$ cat config.mk
export PLATFORM = sky130hd
export DESIGN_NAME = note_lane_scheduler
export DESIGN_NICKNAME = d
export VERILOG_FILES = /design/src/rtl/note_lane_scheduler.sv
export SDC_FILE = /design/constraint.sdc
export NUM_CORES = 1
export LEC_CHECK = 0
export CORE_UTILIZATION = 45
export CTS_BUF_LIST = sky130_fd_sc_hd__clkbuf_8
export DETAILED_ROUTE_END_ITERATION = 8
export PLACE_DENSITY_LB_ADDON = 0.1
export SETUP_SLACK_MARGIN = 0.5
export SYNTH_ARGS = -nofsm -noshare
export SYNTH_HDL_FRONTEND = slang
export SYNTH_SLANG_ARGS = --single-unit
$ cat constraint.sdc
create_clock -name clk -period 13.9 [get_ports clk]
set_input_delay 2.78 -clock clk [delete_from_list [all_inputs] [get_ports clk]]
set_output_delay 2.78 -clock clk [all_outputs]
set_load 0.01 [all_outputs]
$ cat src/rtl/note_lane_scheduler.sv
// note_lane_scheduler
// Sequences falling notes for a 3-lane (R/G/B) rhythm display. It steps a small
// beat pattern and allocates notes into a shared pool of slots. It advances the
// slot Y positions, retires notes that reach the bottom line, and scores lane
// button hits against the hit window.
// Build option: define NOTE_SCHED_LOOP_EN to make the pattern loop for as long as
// start stays high. Dropping start while running then moves the game to DRAIN.
// Without the macro the pattern plays once and start is ignored while running.
module note_lane_scheduler #(
    parameter int NUM_SLOTS = 4,
    parameter int PAT_LEN   = 8,
    parameter int POS_W     = 10,
    parameter int BOTTOM_Y  = 479,
    parameter int HIT_Y     = 440,
    parameter int HIT_WIN   = 20
) (
    input  logic                       clk,
    input  logic                       reset_n,
    input  logic                       start,
    input  logic                       beat_tick,
    input  logic                       move_tick,
    input  logic [2:0]                 hit_btn,
    input  logic                       pat_wr_en,
    input  logic [$clog2(PAT_LEN)-1:0] pat_wr_addr,
    input  logic [2:0]                 pat_wr_data,
    output logic [NUM_SLOTS-1:0]       slot_valid,
    output logic [2*NUM_SLOTS-1:0]     slot_lane,
    output logic [POS_W*NUM_SLOTS-1:0] slot_pos,
    output logic [1:0]                 state,
    output logic [7:0]                 hits,
    output logic [7:0]                 misses
);

    localparam int IDX_W = $clog2(PAT_LEN);
    // In one cycle, up to NUM_SLOTS notes can retire and up to 3 notes can be dropped.
    localparam int CNT_W = $clog2(NUM_SLOTS + 4);

    localparam logic [POS_W-1:0] BOTTOM   = POS_W'(BOTTOM_Y);
    localparam logic [POS_W-1:0] WIN_LO   = POS_W'(HIT_Y - HIT_WIN);
    localparam logic [POS_W-1:0] WIN_HI   = POS_W'(HIT_Y + HIT_WIN);
    localparam logic [IDX_W-1:0] LAST_IDX = IDX_W'(PAT_LEN - 1);

    typedef enum logic [1:0] {
        S_IDLE  = 2'b00,
        S_RUN   = 2'b01,
        S_DRAIN = 2'b10,
        S_DONE  = 2'b11
    } state_e;

    state_e                          state_q, state_d;
    logic [IDX_W-1:0]                idx_q, idx_d;
    logic [PAT_LEN-1:0][2:0]         pat_q, pat_d;
    logic [NUM_SLOTS-1:0]            valid_q, valid_d;
    logic [NUM_SLOTS-1:0][1:0]       lane_q, lane_d;
    logic [NUM_SLOTS-1:0][POS_W-1:0] pos_q, pos_d;
    logic [7:0]                      hits_q, hits_d;
    logic [7:0]                      misses_q, misses_d;

    // Per-cycle scratch for the next-state logic
    logic [NUM_SLOTS-1:0] hit_mask;
    logic [NUM_SLOTS-1:0] free_mask;
    logic [CNT_W-1:0]     hit_cnt;
    logic [CNT_W-1:0]     miss_cnt;
    logic [2:0]           spawn_mask;
    logic                 found;
    logic                 active;

    // Score counters stick at 8'hFF instead of wrapping
    function automatic logic [7:0] sat_add(input logic [7:0] a, input logic [CNT_W-1:0] b);
        logic [8:0] sum;
        sum = {1'b0, a} + 9'(b);
        return sum[8] ? 8'hFF : sum[7:0];
    endfunction

    // Next-state logic: hits, movement and retirement, spawning, scores and state sequencing
    always_comb begin
        // NOTE: every variable gets a default before any branch, so no path can leave one unassigned and infer a latch.
        state_d    = state_q;
        idx_d      = idx_q;
        pat_d      = pat_q;
        valid_d    = valid_q;
        lane_d     = lane_q;
        pos_d      = pos_q;
        hits_d     = hits_q;
        misses_d   = misses_q;
        hit_mask   = '0;
        free_mask  = ~valid_q;
        hit_cnt    = '0;
        miss_cnt   = '0;
        spawn_mask = pat_q[idx_q];
        found      = 1'b0;
        active     = (state_q == S_RUN) || (state_q == S_DRAIN);

        if (active) begin
            // Each lane clears at most one note: the lowest-index valid slot whose
            // pre-move position is inside the hit window.
            for (int l = 0; l < 3; l++) begin
                found = 1'b0;
                for (int i = 0; i < NUM_SLOTS; i++) begin
                    if (!found && hit_btn[l] && valid_q[i] && (lane_q[i] == 2'(l)) &&
                        (pos_q[i] >= WIN_LO) && (pos_q[i] <= WIN_HI)) begin
                        found       = 1'b1;
                        hit_mask[i] = 1'b1;
                        valid_d[i]  = 1'b0;
                        hit_cnt     = hit_cnt + CNT_W'(1);
                    end
                end
            end

            // A hit in this cycle takes priority, so a slot that was just hit neither moves nor retires.
            if (move_tick) begin
                for (int i = 0; i < NUM_SLOTS; i++) begin
                    if (valid_q[i] && !hit_mask[i]) begin
                        if (pos_q[i] == BOTTOM) begin
                            valid_d[i] = 1'b0;
                            miss_cnt   = miss_cnt + CNT_W'(1);
                        end else begin
                            pos_d[i] = pos_q[i] + POS_W'(1);
                        end
                    end
                end
            end

            hits_d   = sat_add(hits_q, hit_cnt);
            misses_d = sat_add(misses_q, miss_cnt);
        end

        // Spawn only into slots that were already free at the start of the cycle.
        // Lanes are served in the order R, G, B.
        if ((state_q == S_RUN) && beat_tick) begin
            for (int l = 2; l >= 0; l--) begin
                if (spawn_mask[l]) begin
                    found = 1'b0;
                    for (int i = 0; i < NUM_SLOTS; i++) begin
                        if (!found && free_mask[i]) begin
                            found        = 1'b1;
                            free_mask[i] = 1'b0;
                            valid_d[i]   = 1'b1;
                            lane_d[i]    = 2'(l);
                            pos_d[i]     = '0;
                        end
                    end
                    if (!found) begin
                        miss_cnt = miss_cnt + CNT_W'(1);
                    end
                end
            end
            misses_d = sat_add(misses_q, miss_cnt);
            idx_d    = (idx_q == LAST_IDX) ? '0 : idx_q + IDX_W'(1);
        end

        unique case (state_q)
            S_IDLE: begin
                if (pat_wr_en) begin
                    pat_d[pat_wr_addr] = pat_wr_data;
                end
                if (start) begin
                    state_d  = S_RUN;
                    idx_d    = '0;
                    valid_d  = '0;
                    lane_d   = '0;
                    pos_d    = '0;
                    hits_d   = '0;
                    misses_d = '0;
                end
            end
            S_RUN: begin
`ifdef NOTE_SCHED_LOOP_EN
                if (!start) begin
                    state_d = S_DRAIN;
                end
`else
                if (beat_tick && (idx_q == LAST_IDX)) begin
                    state_d = S_DRAIN;
                end
`endif
            end
            S_DRAIN: begin
                if (valid_q == '0) begin
                    state_d = S_DONE;
                end
            end
            S_DONE: begin
                if (!start) begin
                    state_d = S_IDLE;
                end
            end
        endcase
    end

    // State registers. The pattern store resets together with the rest of the state.
    always_ff @(posedge clk or negedge reset_n) begin
        if (!reset_n) begin
            // NOTE: the pattern store is an 8x3 flop array, not a RAM macro, so it can and must be cleared on reset.
            pat_q    <= '0;
            state_q  <= S_IDLE;
            idx_q    <= '0;
            valid_q  <= '0;
            lane_q   <= '0;
            pos_q    <= '0;
            hits_q   <= '0;
            misses_q <= '0;
        end else begin
            // NOTE: non-blocking assignments make every register update from the same pre-edge values.
            pat_q    <= pat_d;
            state_q  <= state_d;
            idx_q    <= idx_d;
            valid_q  <= valid_d;
            lane_q   <= lane_d;
            pos_q    <= pos_d;
            hits_q   <= hits_d;
            misses_q <= misses_d;
        end
    end

    assign slot_valid = valid_q;
    assign slot_lane  = lane_q;
    assign slot_pos   = pos_q;
    assign state      = state_q;
    assign hits       = hits_q;
    assign misses     = misses_q;

endmodule

After elaboration in Yosys (flattened, before gate mapping)
Index checks and enable logic that the tools add are counted.
{"block": "word_totals", "ff_bits": 97, "latch_bits": 0, "mem_bits_rw": 0, "rom_bits": 0, "in_bits": 15, "memories": 0}
{"block": "classes", "n_addsub": 25, "multipliers": 0, "div": 0, "magnitude_cmp": 11, "n_eq_ne": 20, "shift": 0, "muxes": 243, "bitwise": 1, "n_reduce_logical": 104}
{"op": "$mux 40", "n": 8}
{"op": "$mux 10", "n": 20}
{"op": "$mux 3", "n": 53}
{"op": "$mux 8", "n": 16}
{"op": "$mux 1", "n": 114}
{"op": "$logic_and 1x1->1", "n": 73}
{"op": "$add 3x1->3 const B", "n": 18}
{"op": "$mux 4", "n": 12}
{"op": "$add 10x1->10 const B", "n": 4}
{"op": "$eq 10x9->1 const B", "n": 4}
{"op": "$ge 10x9->1 const B", "n": 4}
{"op": "$le 10x9->1 const B", "n": 4}
{"op": "$mux 2", "n": 16}
{"op": "$add 8x3->9", "n": 3}
{"op": "$bwmux 24", "n": 1}
{"op": "$logic_not 1->1", "n": 22}
{"op": "$eq 2x2->1 const B", "n": 6}
{"op": "$eq 2x1->1 const B", "n": 5}
{"op": "$logic_not 2->1", "n": 5}
{"op": "$bmux 3 s3", "n": 1}
{"op": "$demux 3 s3", "n": 1}
{"op": "$lt 3x4->1 const B", "n": 2}
{"op": "$pmux 2 s4", "n": 1}
{"op": "$logic_not 4->1", "n": 1}
{"op": "other kinds (8)", "n": 10}

Depth between registers and ports, before layout
Gate-level depths: netlist of the first run.
{"block": "logic_depth", "depth_word": 63, "ltp_mapped": 41}

Least setup slack after synthesis of the first run
OpenSTA, ideal clock, no wires.
{"block": "synth_path", "path_type": "input to register", "start": "input port hit_btn[0]", "end": "register hits_q[6] (netlist: hits[6])", "setup_time_ns": 0.086, "arrival_ns": 9.185, "required_time_ns": 13.814, "setup_slack_ns": 4.629, "stages": 37, "n_path_buf": 0, "path_cell_list": "nor2b_1 o2111a_1 nand2_1 ha_1 nand2_1 a2111oi_4 and2_2 nor2_1 ha_1 o2111a_1 a211oi_2 or2_2 inv_1 xnor2_1 ha_1 a21oi_1 a221oi_1 nor2_1 o211ai_1 nand3b_1 and2_1 ha_1 or3_1 a21oi_1 a31oi_2 xnor2_1 a2bb2oi_2 ha_1 a31oi_1 xnor2_1 xnor2_1 ha_1 nor2b_1 o211a_1 and2_1 and4b_1 nor3_1"}
{"block": "synth_via", "elab_chain_len": 59, "word_cells_on_any_way": 68}
{"item": "from (decl)", "line_no": "22", "source": "input logic [2:0] hit_btn,"}
{"item": "parallel branches: the longest is 28 deep, another holds $add 3x1->3"}
{"item": "$mux 3 *", "line_no": "100", "source": "if (!found && hit_btn[l] && valid_q[i] && (lane_q[i] == 2'(l)) &&"}
{"item": "$mux 3 *", "line_no": "94", "source": "if (active) begin"}
{"item": "$add 3x1->3", "line_no": "105", "source": "hit_cnt = hit_cnt + CNT_W'(1);"}
{"item": "$mux 3 *", "line_no": "100"}
{"item": "$mux 3 *", "line_no": "94"}
{"item": "$add 3x1->3", "line_no": "105"}
{"item": "$mux 3 *", "line_no": "100"}
{"item": "(+17 left out)"}
{"item": "$mux 3 *", "line_no": "100"}
{"item": "$mux 3 *", "line_no": "94"}
{"item": "$add 8x3->9 *", "line_no": "71", "source": "sum = {1'b0, a} + 9'(b);"}
{"item": "$mux 8 *", "line_no": "72", "source": "return sum[8] ? 8'hFF : sum[7:0];"}
{"item": "$mux 8 *", "line_no": "94"}
{"item": "$mux 8", "line_no": "157", "source": "if (start) begin"}
{"item": "$mux 8 *", "line_no": "152", "source": "unique case (state_q)"}
{"item": "via hits_d[6]", "line_no": "56", "source": "logic [7:0] hits_q, hits_d;"}
{"item": "to (signal assigned)", "line_no": "211", "source": "hits_q <= hits_d;"}
{"item": "to (decl)", "line_no": "56"}
Mark *: on every way through the listed nets, which the timed path passes. The select of a mux whose other input is x is not followed.
A chain may end at the register's enable or synchronous reset.

Worst setup path in the final report of the first run
{"block": "layout_path", "start": "input port hit_btn[0]", "end": "register hits_q[7] (netlist: hits[7])"}
Same word-level chain as after synthesis.

==> results of run 1 <==
==> cell type report <==
class | instances | area [sq um]
clock inverters | 6 | 45.0
repair buffers | 87 | 861
well taps | 216 | 270
multi-input cells | 647 | 4720
inverters | 35 | 131
fillers | 1445 | 7350
flip-flops and latches | 97 | 2430
clock buffers | 10 | 138
==> worst register-to-register path, delay by kind of cell, from the launching register on <==
family          cells  cell delay (ps)
xor+xnor            4              750
fa+ha+maj           6             1480
flops               1              770
compound gates     14             3120
simple gates       14             2560
buf+inv             1               80
==> logic make-up (layout without fill, tap and decap cells) <==
| group | count (synthesis) | after routing | synth area share (%) |
|---|---|---|---|
| adder cells (fa/ha/maj) | 46 | 46 | 8.00 |
| buffers and inverters | 59 | 138 | 3.20 |
| flip-flops | 97 | 97 | 32.9 |
| multiplexers | 54 | 54 | 8.98 |
| XOR/XNOR | 63 | 63 | 7.98 |
| AO/OA/AOI/OAI | 158 | 158 | 16.0 |
| AND/OR/NAND/NOR | 326 | 326 | 23.0 |
==> path summary, 6_finish.rpt <==
path	from	cells after the start	endpoint	slack [ps]
worst max-delay path	hit_btn[0]	38	hits[7]	3670
worst min-delay path	pat_q[13]	1	pat_q[13]	520
worst max register to register	slot_valid[0]	39	hits[7]	4990
worst min register to register	pat_q[13]	1	pat_q[13]	520
max in group asynchronous	reset_n	2	slot_lane[2]	10400
min in group asynchronous	reset_n	1	slot_pos[29]	2310
==> metrics by stage <==
step | instance area, sq um | worst slack (ps) | power [mW]
2_1_floorplan | 7380 | 4630 | 0.767
3_3_place_gp | 8410 | 3650 | 0.936
3_5_place_dp | 8410 | 3360 | 0.949
4_1_cts | 8590 | 3730 | 1.13
5_1_grt | 8590 | 3030 | 1.21
6_report | 8590 | 3670 | 1.13
==> layout by cell type (no fill, tap or decap), types with 16 or more instances in the layout <==
cell type	instances
nand3_1	25
xnor2_1	32
clkdlybuf4s50_1	83
nand4_1	16
ha_1	40
nand2_1	75
nor3_1	18
a21oi_1	42
nor2_1	93
mux2_2	34
xor2_1	29
o21ai_0	31
dfrtp_1	97
inv_1	36
==> cells in the mapped netlist, drive strengths merged (20+ instances only) <==
master	instances	share of area [%]
o21ai	35	2.4
mux2	35	5.4
inv	35	1.8
xnor2	34	4.5
nand2	76	3.9
nor2	94	4.8
xor2	29	3.4
ha	40	6.8
dfrtp	97	33
nor3	20	1.6
nand3	26	1.8
a21oi	43	3.0
==> sequential cells by signal, summed over array words and instances (netlist names) <==
register and cells:
slot_lane 8, state 2, misses 8, hits 8
slot_pos 40, idx_q 3, slot_valid 4, pat_q 24
==> power breakdown <==
part / switching, mW / internal (mW) / total, mW / leakage (nW)
Clock: 0.109 / 0.0710 / 0.180 / 0.101
Combinational: 0.275 / 0.227 / 0.502 / 2.26
Sequential: 0.0933 / 0.352 / 0.445 / 1.29
Total: 0.478 / 0.650 / 1.13 / 3.66
==> per-layer routing <==
metal | vias to the layer above | GRT usage, %
li1 | 3051 | -
met1 | 3012 | 31.7
met2 | 145 | 37.8
met3 | 27 | 4.84
met4 | 0 | 7.80
met5 | - | 0
==> flow_metrics.env, run 1 <==
export IMPL_required_ps=14130
export IMPL_ys_seq_area_share_pct=32.9
export IMPL_synth_edf_count=0
export IMPL_diodes=0
export IMPL_hold_viol_final=0
export IMPL_timing_hold_ws_ps=515
export IMPL_cts_hold_buffers=0
export IMPL_top_level_ports=85
export IMPL_die_h_microns=130
export IMPL_path_buf_inv=2
export IMPL_dp_cells=1082
export IMPL_grt_pass1_vias=5973
export IMPL_max_stage_delay_ps=490
export IMPL_rsz0062_at_grt="no"
export IMPL_cp_start_kind="input port"
export IMPL_tns_ps=0
export IMPL_p_leak_nw=3.66
export IMPL_yosysWarningCount=0
export IMPL_cp_common_cell="ha_1"
export IMPL_utilization_pct=53.9
export IMPL_cp_end_kind="register"
export IMPL_clkTransAtPathRegs_ps=100
export IMPL_clock_fmax_ghz=0.0978
export IMPL_cp_max_fo=6
export IMPL_grt_antenna_before_repair=0
export IMPL_clock_sinks=97
export IMPL_met1_length_microns=8840
export IMPL_nets=935
export IMPL_gr_total_overflow=0
export IMPL_dr_first_iter_drc_count=394
export IMPL_syn2layout_area_growth_pct=16.4
export IMPL_clock_latency_ps=390
export IMPL_synthCells=803
export IMPL_ys_async_sr_fraction_pct=100
export IMPL_grt_start_max_net_pins=65
export IMPL_rows=46
export IMPL_post_cts_resized=0
export IMPL_pwr_density_cell_nw_per_um2=131
export IMPL_ant_nets=0
export IMPL_top_layer_used="met4"
export IMPL_syn_nets=861
export IMPL_cts_tree="done"
export IMPL_path_delay_family="simple AND/OR/NAND/NOR gates"
export IMPL_met3_wirelength_microns=897
export IMPL_status="finished, final reports clean"
export IMPL_tightest_slew_ps=1110
export IMPL_die_width_microns=130
export IMPL_syn_area_per_cell_sq_um=9.19
export IMPL_hold_class="reg -> reg"
export IMPL_htree_levels=3
export IMPL_vias=6235
export IMPL_ir_drop_mv=0.213
export IMPL_layout_cells_non_filler=1098
export IMPL_finalMaxSlewViolations=0
export IMPL_cts_root_buf="clkbuf_8"
export IMPL_dr_pass1_iters=5
export IMPL_max_cap_violations=0
export IMPL_critPathKind="in -> reg"
export IMPL_critical_path_arrival_ps=10450
export IMPL_synth_ff_type="dfrtp_1"
export IMPL_ys_ff_latch=97
export IMPL_viasPerCell=5.68
export IMPL_synth_area_sq_um=7380
export IMPL_dr_wl_met2_microns=8920
export IMPL_period_needed_ps=10230
export IMPL_cts_buffer_depth=2
export IMPL_setup_violations_final=0
export IMPL_port_buffers=84
export IMPL_fin_skew_ps=9.43
export IMPL_drive_gt1_share_pct=11.6
export IMPL_synth_cell_types=94
export IMPL_period_share_pct=73.6
export IMPL_drc=0
export IMPL_numCtsBuffers=9
export IMPL_wl_per_cell_microns=17.3
export IMPL_routed_wirelength_microns=19000
export IMPL_gp_congestion=0.887
export IMPL_relSlewSlack_pct=26.0
export IMPL_core_area_sq_um=15900
export IMPL_cts_setup_buffers=0
export IMPL_grt_pass1_wl_microns=30800
export IMPL_grt_usage_pct=23.5
export IMPL_dp_hpwl_microns=14300
export IMPL_initial_core_util_pct=46.3
export IMPL_slowest_stage="clkdlybuf4s50_1"
export IMPL_fp_dieArea_sq_um=16900
Note: power is estimated with default switching activity, not from simulation.
==> run 2: changes to the inputs <==
==> constraint.sdc (replaced) <==
create_clock -name clk -period 8.3 [get_ports clk]
set_input_delay 1.66 -clock clk [delete_from_list [all_inputs] [get_ports clk]]
set_output_delay 1.66 -clock clk [all_outputs]
set_load 0.01 [all_outputs]
==> flow_metrics.env, run 2 (same netlist as run 1, synthesis figures left out) <==
export IMPL_worst_slack_ps=548
export IMPL_htree_levels=3
export IMPL_cts_hold_buffers=0
export IMPL_nets=971
export IMPL_gp_congestion=0.861
export IMPL_dp_slack_ps=-340
export IMPL_cp_max_fo=5
export IMPL_diodes=0
export IMPL_max_stage_delay_ps=340
export IMPL_dpl_cell_area_sq_um=8660
export IMPL_cts_root_buf="clkbuf_8"
export IMPL_grt_start_max_net_pins=51
export IMPL_cp_start_kind="input port"
export IMPL_tightest_slew_ps=1180
export IMPL_critical_path_arrival_ps=8060
export IMPL_clock_sinks=97
export IMPL_ant_nets=0
export IMPL_largest_register_ffs=40
export IMPL_initial_core_util_pct=46.3
export IMPL_clock_latency_ps=400
export IMPL_ir_drop_mv=0.311
export IMPL_layout_commonest_cell="dfrtp_1"
export IMPL_grt_pass1_vias=6311
export IMPL_cts_tree="done"
export IMPL_path_delay_family="simple AND/OR/NAND/NOR gates"
export IMPL_clkTransAtPathRegs_ps=110
export IMPL_cp_end_kind="register"
export IMPL_final_cell_mix="dfrtp_1, nor2_1, clkdlybuf4s50_1"
export IMPL_critPathKind="in -> reg"
export IMPL_port_buffers=84
export IMPL_relSlewSlack_pct=21.5
export IMPL_timing_hold_ws_ps=516
export IMPL_top_level_ports=85
export IMPL_period_needed_ps=7750
export IMPL_viasPerCell=5.70
export IMPL_wl_per_cell_microns=17.0
export IMPL_setup_violations_final=0
export IMPL_grt_pass1_wl_microns=31800
export IMPL_layout_cells_non_filler=1134
export IMPL_grt_antenna_before_repair=0
export IMPL_die_h_microns=130
export IMPL_dp_cells=1110
export IMPL_cts_buffer_depth=2
export IMPL_dr_pass1_iters=7
export IMPL_rsz0062_at_grt="yes"
export IMPL_grt_usage_pct=24.0
export IMPL_dp_hpwl_microns=14200
export IMPL_tns_ps=0
export IMPL_fp_dieArea_sq_um=16900
export IMPL_die_width_microns=130
export IMPL_hold_viol_final=0
export IMPL_fin_skew_ps=15.8
export IMPL_dr_first_iter_drc_count=401
export IMPL_rows=46
export IMPL_slowest_stage="or3_4"
export IMPL_clock_fmax_ghz=0.129
export IMPL_core_area_sq_um=15900
export IMPL_period_share_pct=93.4
export IMPL_drive_gt1_share_pct=18.7
export IMPL_p_leak_nw=3.89
export IMPL_max_cap_violations=0
export IMPL_pwr_density_cell_nw_per_um2=212
export IMPL_routed_wirelength_microns=19200
export IMPL_numCtsBuffers=9
export IMPL_finalMaxSlewViolations=0
export IMPL_hold_class="reg -> reg"
export IMPL_vias=6460
export IMPL_drc=0
export IMPL_path_buf_inv=2
export IMPL_syn2layout_area_growth_pct=23.0
export IMPL_gr_total_overflow=0
export IMPL_status="finished, final reports clean"
export IMPL_required_ps=8610
export IMPL_stdcell_area_sq_um=9080
-- run 2: cell types whose count changed in the layout (fill, tap and decap cells not counted), moves of 4 or more --
cell	delta
buf_4	+36
a21oi_2	+4
xnor2_1	-4
inv_1	-4
ha_1	-4
xnor2_2	+4
a21oi_1	-4
-- run 2: area by class of cell --
class	count	area [sq um]
Multi-Input combinational cell	647	4920
Tap cell	216	270
Sequential cell	97	2430
Clock buffer	9	124
Timing Repair Buffer	123	1140
Inverter	35	134
Fill cell	1463	6860
Clock inverter	7	70.1
-- run 2: per-layer routing --
metal | vias up | track usage (%) | wire length (microns)
li1 | 3135 | - | -
met1 | 3138 | 31.4 | 8870
met2 | 148 | 39.7 | 9220
met3 | 39 | 3.73 | 635
met4 | 0 | 9.51 | 516
met5 | - | 0 | 0
-- run 2: worst register-to-register path: cells and delay by family (launching register included) --
family	cells	cell delay [ps]
compound gates	13	2120
xor+xnor	4	670
fa+ha+maj	7	1700
buf+inv	2	140
flops	1	450
simple gates	12	2500
-- run 2: repair_timing --
action,in CTS,in global routing
buffers inserted,6,2
gates resized for setup,16,22
endpoints found under the setup margin,15,16
pin swaps,23,21
-- run 2: per-stage QoR --
step	total power [mW]	utilization (%)
global placement	1.57	54.3
detailed placement	1.60	54.3
global route	2.07	57.0
floorplan	1.28	-
CTS	1.92	56.1
finish	1.92	57.0
-- run 2: path summary, 6_finish.rpt --
kind                                 to  cells after the start   startpoint  slack [ps]
setup / recovery                hits[2]                     37   hit_btn[0]         550
hold reg to reg                pat_q[2]                      1     pat_q[2]         520
hold / removal                 pat_q[2]                      1     pat_q[2]         520
setup reg to reg                hits[2]                     38  slot_pos[0]         630
min in group asynchronous  slot_pos[13]                      1      reset_n        1290
max in group asynchronous     misses[7]                      2      reset_n        5930
-- run 2: power by group --
part           internal, mW  switching, mW
sequential            0.590          0.147
clock                 0.118          0.196
combinational         0.392          0.479
